==> src/rtl/mult_arb_pkg.sv <==
// Shared types and defaults for the multiplier arbiter slice.
package mult_arb_pkg;

    typedef enum logic [1:0] {
        IDLE   = 2'd0,
        LAUNCH = 2'd1,
        WAIT   = 2'd2,
        RESP   = 2'd3
    } state_t;

    localparam int DEF_WIDTH      = 32;
    localparam int DEF_MAX_CYCLES = 40;

    // Index width that stays at least one bit wide for degenerate sizes.
    function automatic int idx_w(input int n);
        return (n > 1) ? $clog2(n) : 1;
    endfunction

endpackage

==> src/rtl/rr_arbiter.sv <==
// Combinational round-robin picker: first set req bit at or after rr_ptr.
module rr_arbiter #(
    parameter int N_REQ = 4,
    parameter int IW    = 2
) (
    input  logic [N_REQ-1:0] req,
    input  logic [IW-1:0]    rr_ptr,
    output logic [IW-1:0]    gnt_idx,
    output logic             gnt_vld
);

    logic [IW-1:0] idx [N_REQ];

    for (genvar k = 0; k < N_REQ; k++) begin : g_rot
        logic [IW:0] sum;
        assign sum    = {1'b0, rr_ptr} + (IW+1)'(k);
        assign idx[k] = (sum >= (IW+1)'(N_REQ)) ? IW'(sum - (IW+1)'(N_REQ))
                                                : sum[IW-1:0];
    end

    // Scan farthest-first so the closest hit to rr_ptr wins.
    always_comb begin
        gnt_idx = '0;
        gnt_vld = 1'b0;
        for (int k = N_REQ - 1; k >= 0; k--) begin
            if (req[idx[k]]) begin
                gnt_idx = idx[k];
                gnt_vld = 1'b1;
            end
        end
    end

endmodule

==> src/rtl/mult_arbiter.sv <==
// Round-robin scheduler sharing one sequential multiplier among N_REQ clients,
// with a watchdog that aborts the multiplier and returns a timeout response.
module mult_arbiter
    import mult_arb_pkg::*;
#(
    parameter int N_REQ      = 4,
    parameter int WIDTH      = DEF_WIDTH,
    parameter int MAX_CYCLES = DEF_MAX_CYCLES
) (
    input  logic                     clk,
    input  logic                     reset,
    input  logic [N_REQ-1:0]         req,
    input  logic [N_REQ*WIDTH-1:0]   req_a,
    input  logic [N_REQ*WIDTH-1:0]   req_b,
    output logic [N_REQ-1:0]         ack,
    output logic [2*WIDTH-1:0]       rsp_result,
    output logic                     rsp_overflow,
    output logic                     rsp_timeout,
    output logic                     busy,
    output logic                     m_start,
    output logic [WIDTH-1:0]         m_multiplicand,
    output logic [WIDTH-1:0]         m_multiplier,
    output logic                     m_abort,
    input  logic                     m_done,
    input  logic [2*WIDTH-1:0]       m_result,
    input  logic                     m_overflow
);

    localparam int IW = idx_w(N_REQ);
    localparam int WW = idx_w(MAX_CYCLES + 1);

    state_t         state;
    logic [IW-1:0]  rr_ptr;
    logic [IW-1:0]  grant;
    logic [WW-1:0]  watchdog;
    logic [IW-1:0]  gnt_idx;
    logic           gnt_vld;
    logic           expired;

    logic [WIDTH-1:0] a_arr [N_REQ];
    logic [WIDTH-1:0] b_arr [N_REQ];

    for (genvar i = 0; i < N_REQ; i++) begin : g_unpack
        assign a_arr[i] = req_a[i*WIDTH +: WIDTH];
        assign b_arr[i] = req_b[i*WIDTH +: WIDTH];
    end

    rr_arbiter #(
        .N_REQ (N_REQ),
        .IW    (IW)
    ) u_rr (
        .req     (req),
        .rr_ptr  (rr_ptr),
        .gnt_idx (gnt_idx),
        .gnt_vld (gnt_vld)
    );

    assign busy    = (state != IDLE);
    assign expired = (watchdog == WW'(MAX_CYCLES - 1));

    always_ff @(posedge clk or negedge reset) begin
        if (!reset) begin
            state          <= IDLE;
            rr_ptr         <= '0;
            grant          <= '0;
            watchdog       <= '0;
            m_start        <= 1'b0;
            m_abort        <= 1'b0;
            m_multiplicand <= '0;
            m_multiplier   <= '0;
            ack            <= '0;
            rsp_result     <= '0;
            rsp_overflow   <= 1'b0;
            rsp_timeout    <= 1'b0;
        end else begin
            m_start <= 1'b0;
            m_abort <= 1'b0;
            ack     <= '0;
            case (state)
                IDLE: begin
                    if (gnt_vld) begin
                        grant          <= gnt_idx;
                        m_multiplicand <= a_arr[gnt_idx];
                        m_multiplier   <= b_arr[gnt_idx];
                        m_start        <= 1'b1;
                        state          <= LAUNCH;
                    end
                end
                LAUNCH: begin
                    watchdog <= '0;
                    state    <= WAIT;
                end
                WAIT: begin
                    watchdog <= watchdog + WW'(1);
                    // A completion in the expiry cycle still counts as a result.
                    if (m_done) begin
                        rsp_result   <= m_result;
                        rsp_overflow <= m_overflow;
                        rsp_timeout  <= 1'b0;
                        ack          <= N_REQ'(1) << grant;
                        state        <= RESP;
                    end else if (expired) begin
                        rsp_result   <= '0;
                        rsp_overflow <= 1'b0;
                        rsp_timeout  <= 1'b1;
                        m_abort      <= 1'b1;
                        ack          <= N_REQ'(1) << grant;
                        state        <= RESP;
                    end
                end
                RESP: begin
                    rr_ptr <= (grant == IW'(N_REQ - 1)) ? '0 : grant + IW'(1);
                    state  <= IDLE;
                end
                default: state <= IDLE;
            endcase
        end
    end

endmodule

==> config.mk <==
export PLATFORM = sky130hd
export DESIGN_NAME = mult_arbiter
export DESIGN_NICKNAME = d
export VERILOG_FILES = /design/src/rtl/mult_arb_pkg.sv /design/src/rtl/rr_arbiter.sv /design/src/rtl/mult_arbiter.sv
export SDC_FILE = /design/constraint.sdc
export NUM_CORES = 1
export LEC_CHECK = 0
export ABC_AREA = 1
export CAP_MARGIN = 10
export CORE_AREA = 2 2 180 182
export DETAILED_ROUTE_END_ITERATION = 8
export DIE_AREA = 0 0 182 184
export HOLD_SLACK_MARGIN = 0.03
export PLACE_DENSITY = 0.57
export SLEW_MARGIN = 20
export SYNTH_ARGS = -nofsm -noshare
export SYNTH_HDL_FRONTEND = slang
export SYNTH_SLANG_ARGS = --single-unit
==> constraint.sdc <==
create_clock -name clk -period 4.8 [get_ports clk]
set_input_delay 0.72 -clock clk [delete_from_list [all_inputs] [get_ports clk]]
set_output_delay 0.72 -clock clk [all_outputs]
set_load 0.02 [all_outputs]
Yosys cells after proc, flatten, opt, wreduce, memory -nomap -nowiden
Cells that the tools add are included.
W data, S select, Z words.
{"block": "totals", "regBits": 148, "input_bits": 328}
{"block": "op_classes", "add_sub_neg": 9, "magnitude_cmp": 9, "n_eq_ne": 7, "n_shift": 1, "mux": 46, "bitwise": 1, "n_reduce_logical": 7}
{"cell": "$bmux W32 S2", "n": 2}
{"cell": "$mux W32", "n": 4}
{"cell": "$mux W64", "n": 2}
{"cell": "$mux W2", "n": 12}
{"cell": "$mux W1", "n": 17}
{"cell": "$ge A3 B3 Y1 const B", "n": 4}
{"cell": "$lt A2 B3 Y1 const B", "n": 4}
{"cell": "$mux W4", "n": 3}
{"cell": "$pmux W6 S2", "n": 1}
{"cell": "$bmux W1 S2", "n": 4}
{"cell": "$pmux W2 S4", "n": 1}
{"cell": "$sub A2 B1 Y2 const B", "n": 4}
{"cell": "$add A2 B2 Y3 const B", "n": 2}
{"cell": "$add A6 B1 Y6 const B", "n": 1}
{"cell": "$eq A2 B2 Y1 const B", "n": 3}
{"cell": "$eq A6 B6 Y1 const B", "n": 1}
{"cell": "$reduce_and A2 Y1", "n": 3}
{"cell": "$reduce_bool A2 Y1", "n": 3}
{"cell": "$shl A1 B2 Y4 const A", "n": 1}
{"cell": "$add A2 B1 Y3 const B", "n": 1}
{"cell": "$ge A2 B3 Y1 const B", "n": 1}
{"cell": "$ne A3 B3 Y1 const B", "n": 1}
{"cell": "$not A2 Y3", "n": 1}
{"cell": "$add A2 B1 Y2 const B", "n": 1}
{"cell": "other kinds (3)", "n": 3}

Longest topological paths before layout
{"block": "depth", "ltp_word": 13, "mapped_depth": 16, "depth_no_buf": 14}

By module
Synthesis repeated with hierarchy kept, for this count alone.
{"block": "unflattened", "hier_cells": 1215, "hier_area_um2": 8489.4}
{"mod": "mult_arbiter", "n_inst": 1, "cells_per_inst": 1171, "area_per_inst_um2": 8264.2}
{"mod": "rr_arbiter", "n_inst": 1, "cells_per_inst": 44, "area_per_inst_um2": 225.2}

Worst setup path before layout
OpenSTA, ideal clock, no wires.
{"block": "synth_path", "path_kind": "input to register", "start": "in req[3]", "end": "reg m_multiplicand[11]", "setup_ns": 0.116, "arrival_ns": 1.811, "path_slack_ns": 2.874, "stages": 12, "path_buffers": 1, "path_cell_list": "inv_1 -> o21ai_1 -> nand2_1 -> nand3_2 -> nand2_1 -> nand2_2 -> nand2_4 -> inv_2 -> clkbuf_1 -> nor2_1 -> nor2_1 -> nor2_1"}
{"block": "synth_via", "elab_chain_len": 10, "elab_cells_between_ends": 21}
{"item": "start: declaration", "line_no": "mult_arbiter.sv:12", "rtl": "input logic [N_REQ-1:0] req,"}
{"item": "$bmux W1 S2", "line_no": "rr_arbiter.sv:26", "rtl": "if (req[idx[k]]) begin"}
{"item": "$mux W1 (not written as such)", "line_no": "rr_arbiter.sv:26"}
{"item": "$mux W2 (4 in a row)", "line_no": "rr_arbiter.sv:26"}
{"item": "$not A2 Y3 (not written as such)", "line_no": "mult_arbiter.sv:83", "rtl": "m_multiplicand <= a_arr[gnt_idx];"}
{"item": "$bmux W32 S2", "line_no": "mult_arbiter.sv:83"}
{"item": "$mux W32 (not written as such) (2 in a row)", "line_no": "mult_arbiter.sv:83"}
{"item": "end signal: assignment", "line_no": "mult_arbiter.sv:83"}
{"item": "end: declaration", "line_no": "mult_arbiter.sv:21", "rtl": "output logic [WIDTH-1:0] m_multiplicand,"}
Several ways; a longest one is shown, not always the timed one. The select of a mux whose other input is x is not followed.
A chain may end at the register's enable or synchronous reset.

Final worst setup path
{"block": "layout_path", "start": "in req[3]", "end": "reg m_multiplicand[13]"}
The elaborated chain is that of the path after synthesis.

==> metrics.txt <==
setup TNS=0 ps; CP Class=input pin to flop; Synth Area per Inst=7.70 µm²; post-CTS sizing=0; wire length per cell=around 19 µm; drt first pass iters=5; Final setup viols=0; pins over their slew limit=0; Crit Path Max Fanout=60; initial antenna violation count=1; clk sink count=around 150; nets@finish=1809; Post-CTS Setup Bufs=0; residual DRC count=0; Int Power=approximately 5.0 mW; Sw Pwr=approximately 4.5 mW; Worst Skew=13.8 ps; syn_nets=1393; Layout area overhead=67.2%; worst path cell trace=clkdlybuf4s50_1 > inv_1 > o21ai_1 > nand2_1 > nand3_2 > nand2_1 > nand2_4 > nand2_4 > inv_2 > nand2_1 > nand2_1 > nor2_1 > nor2_1; CTS tree=done; Critical path buffers and inverters=3; RSZ-0062 raised after global routing=no; Layout Cell Area excl Fill=0.0136 mm²; Synth cell types=30; clock power share=around 15%; num rows=65; global-route usage over all layers=20.5%; CP endpoint kind=flop; Bufs on Longest Clock Path=2; status=completed; Logic pwr share=62.1%; Routed WL=roughly 35000 µm; slew at the pin closest to its max-slew limit=1060 ps; Top delay family on crit path=buffers and inverters; WP data required=5150 ps; CP max-delay cell=inv_2; io pins=465; max-cap violations=0; Worst slew margin=29.6%; synthesized instance count=1056; vias=slightly below 9000; ys flop type=dfrtp_1; total gr overflow=0; Sw Share=47.3%; Max VDD drop=around 0.46 mV; global-route wire length before repair=51900 µm; vias in the first global route=~8700; ys async rst share=between 90% and 100%; Max H-tree Level=4; Sequential Power Share=22.8%; Synth Cell Area=0.00813 mm²; Setup WS pre-CTS=1310 ps; #FFs+latches synth=around 150; Max Clock Freq=~0.33 GHz; Clock transition at path regs=60 ps; Power Dens Cells=701 mW/mm²; CP startpoint kind=input pin; Yosys warnings=0; HPWL after detailed placement=26200 µm; static leakage=6.25 nW; DR iter-0 viols=roughly 460; post-route worst setup slack=1750 ps; core area=0.0314 mm²; root buffer selected by CTS=clkbuf_16; antenna viol nets, final=0; cell mode on critical path=nand2_1; die height=about 180 µm; GPL Wtd Cong=0.856; fin crit share=63.5%; Num CTS Buffers=17; sequential area share after synthesis=45.6%; Cell Area, Placed=between 0.01 and 0.015 mm²; Post-synth EDFFs=0; Hold Buf Count CTS=0; layout cells sized above 1=3.57%; worst hold path class=input pin to asynchronous set/reset pin; total power draw=9.53 mW; largest net degree at the start of global routing=84; vias per cell=4.71; clock latency on the worst-skew pair=430 ps; FILL cells=3101; Hold Slack=310 ps; initial core utilization=25.9%; footprint of the multi-input gates=roughly 0.0037 mm²; port buffer count=464; die width=182 µm; slowest cell delay on critical path=880 ps; minimum clock period=3050 ps; FF-to-FF setup slack=1870 ps; FF+latch area=0.00370 mm²; CP Data Arrival Time=3400 ps; Fin. Hold Viols=0; DIE AREA=0.0335 mm²; Inserted Diodes=0
-- kinds of logic after synthesis --
kind of cell	after synthesis	share of synthesized area, %
simple gates	661	36.3
buf+inv	157	8.74
flops	148	45.6
compound gates	80	7.93
fa+ha+maj	9	1.39
xor+xnor	1	0.108
-- through the flow --
stage | util [%] | cells
finish | 43.3 | 1885
global route | 43.3 | 1885
global placement | 41.3 | 1855
detailed placement | 41.3 | 1855
floorplan | - | 1056
CTS | 43.3 | 1885
-- cells in the final DEF (no fill, tap or decap), types with 4 or more instances in the layout --
master / instances
buf_4: 4
a22o_1: 65
nand2_1: 290
nand2_4: 4
nor3_1: 4
o21ai_0: 7
inv_4: 4
clkdlybuf4s50_1: 463
dfrtp_1: 148
ha_1: 9
or2_1: 22
nand3_1: 233
or2_0: 13
a21oi_1: 7
nor2_1: 85
bufinv_16: 4
inv_1: 75
clkbuf_16: 17
-- sequential cells by signal, summed over array words and instances, names as in the netlist, 2 cells and up --
| register | count |
|---|---|
| m_multiplier | 32 |
| watchdog | 6 |
| ack | 4 |
| m_multiplicand | 32 |
| rsp_result | 64 |
| state | 2 |
| grant | 2 |
| rr_ptr | 2 |
-- final cells by class --
class	count	share of cell area (%)
Clock buffer	19	3.26
Clock inverter	11	1.30
Inverter	84	2.40
Multi-Input combinational cell	751	27.4
Sequential cell	148	27.2
Tap cell	402	3.70
Timing Repair Buffer	470	34.7
-- path summary, 6_finish.rpt --
check | start | to | cells after the start
max | req[3] | m_multiplicand[13]$_DFFE_PN0P_ | 13
min in group clk | m_multiplier[17]$_DFFE_PN0P_ | m_multiplier[17]$_DFFE_PN0P_ | 2
max in group asynchronous | reset | m_multiplier[10]$_DFFE_PN0P_ | 2
min reg2reg | m_multiplier[17]$_DFFE_PN0P_ | m_multiplier[17]$_DFFE_PN0P_ | 2
max reg2reg | rr_ptr[0]$_DFFE_PN0N_ | m_multiplicand[13]$_DFFE_PN0P_ | 12
min | reset | rsp_result[50]$_DFFE_PN0P_ | 1
-- worst reg2reg max path, cell delays in order (launching register included) --
cell	delay, ps
dfrtp_1	600
nand2_1	160
nand3_1	150
nand2_1	80
nand3_2	90
nand2_1	90
nand2_4	80
nand2_4	280
inv_2	920
nand2_1	180
nand2_1	110
nor2_1	40
nor2_1	90
-- layer usage --
metal  wire length [µm]  GRT usage (%)  share of wire (%)
met1              13500           23.3                 38
met2              17800           36.4                 50
met3               3300           6.87                9.3
met4                765           6.32                2.2
met5                 13              0              0.037
-- cell usage after synthesis, drive strengths merged, types with 4 or more instances --
cell,n,share of area (%)
a21oi,7,0.43
a22o,65,7.0
buf,52,3.8
clkbuf,21,0.98
dfrtp,148,46
ha,9,1.4
inv,82,3.8
nand2,295,14
nand3,236,15
nor2,87,4.3
nor3,4,0.25
o21ai,8,0.49
or2,35,2.7
-- power by group through the flow --
| stage | Combinational [mW] | Clock [mW] | Sequential [mW] |
|---|---|---|---|
| after floorplan | 3.10 | 0 | 2.78 |
| after global placement | 5.95 | 0 | 2.17 |
| after detailed placement | 5.98 | 0 | 2.19 |
| after CTS | 6.00 | 1.48 | 2.18 |
| after global routing | 6.49 | 1.54 | 2.25 |
| final | 5.91 | 1.44 | 2.17 |
Note: power is estimated with default switching activity, not from simulation.
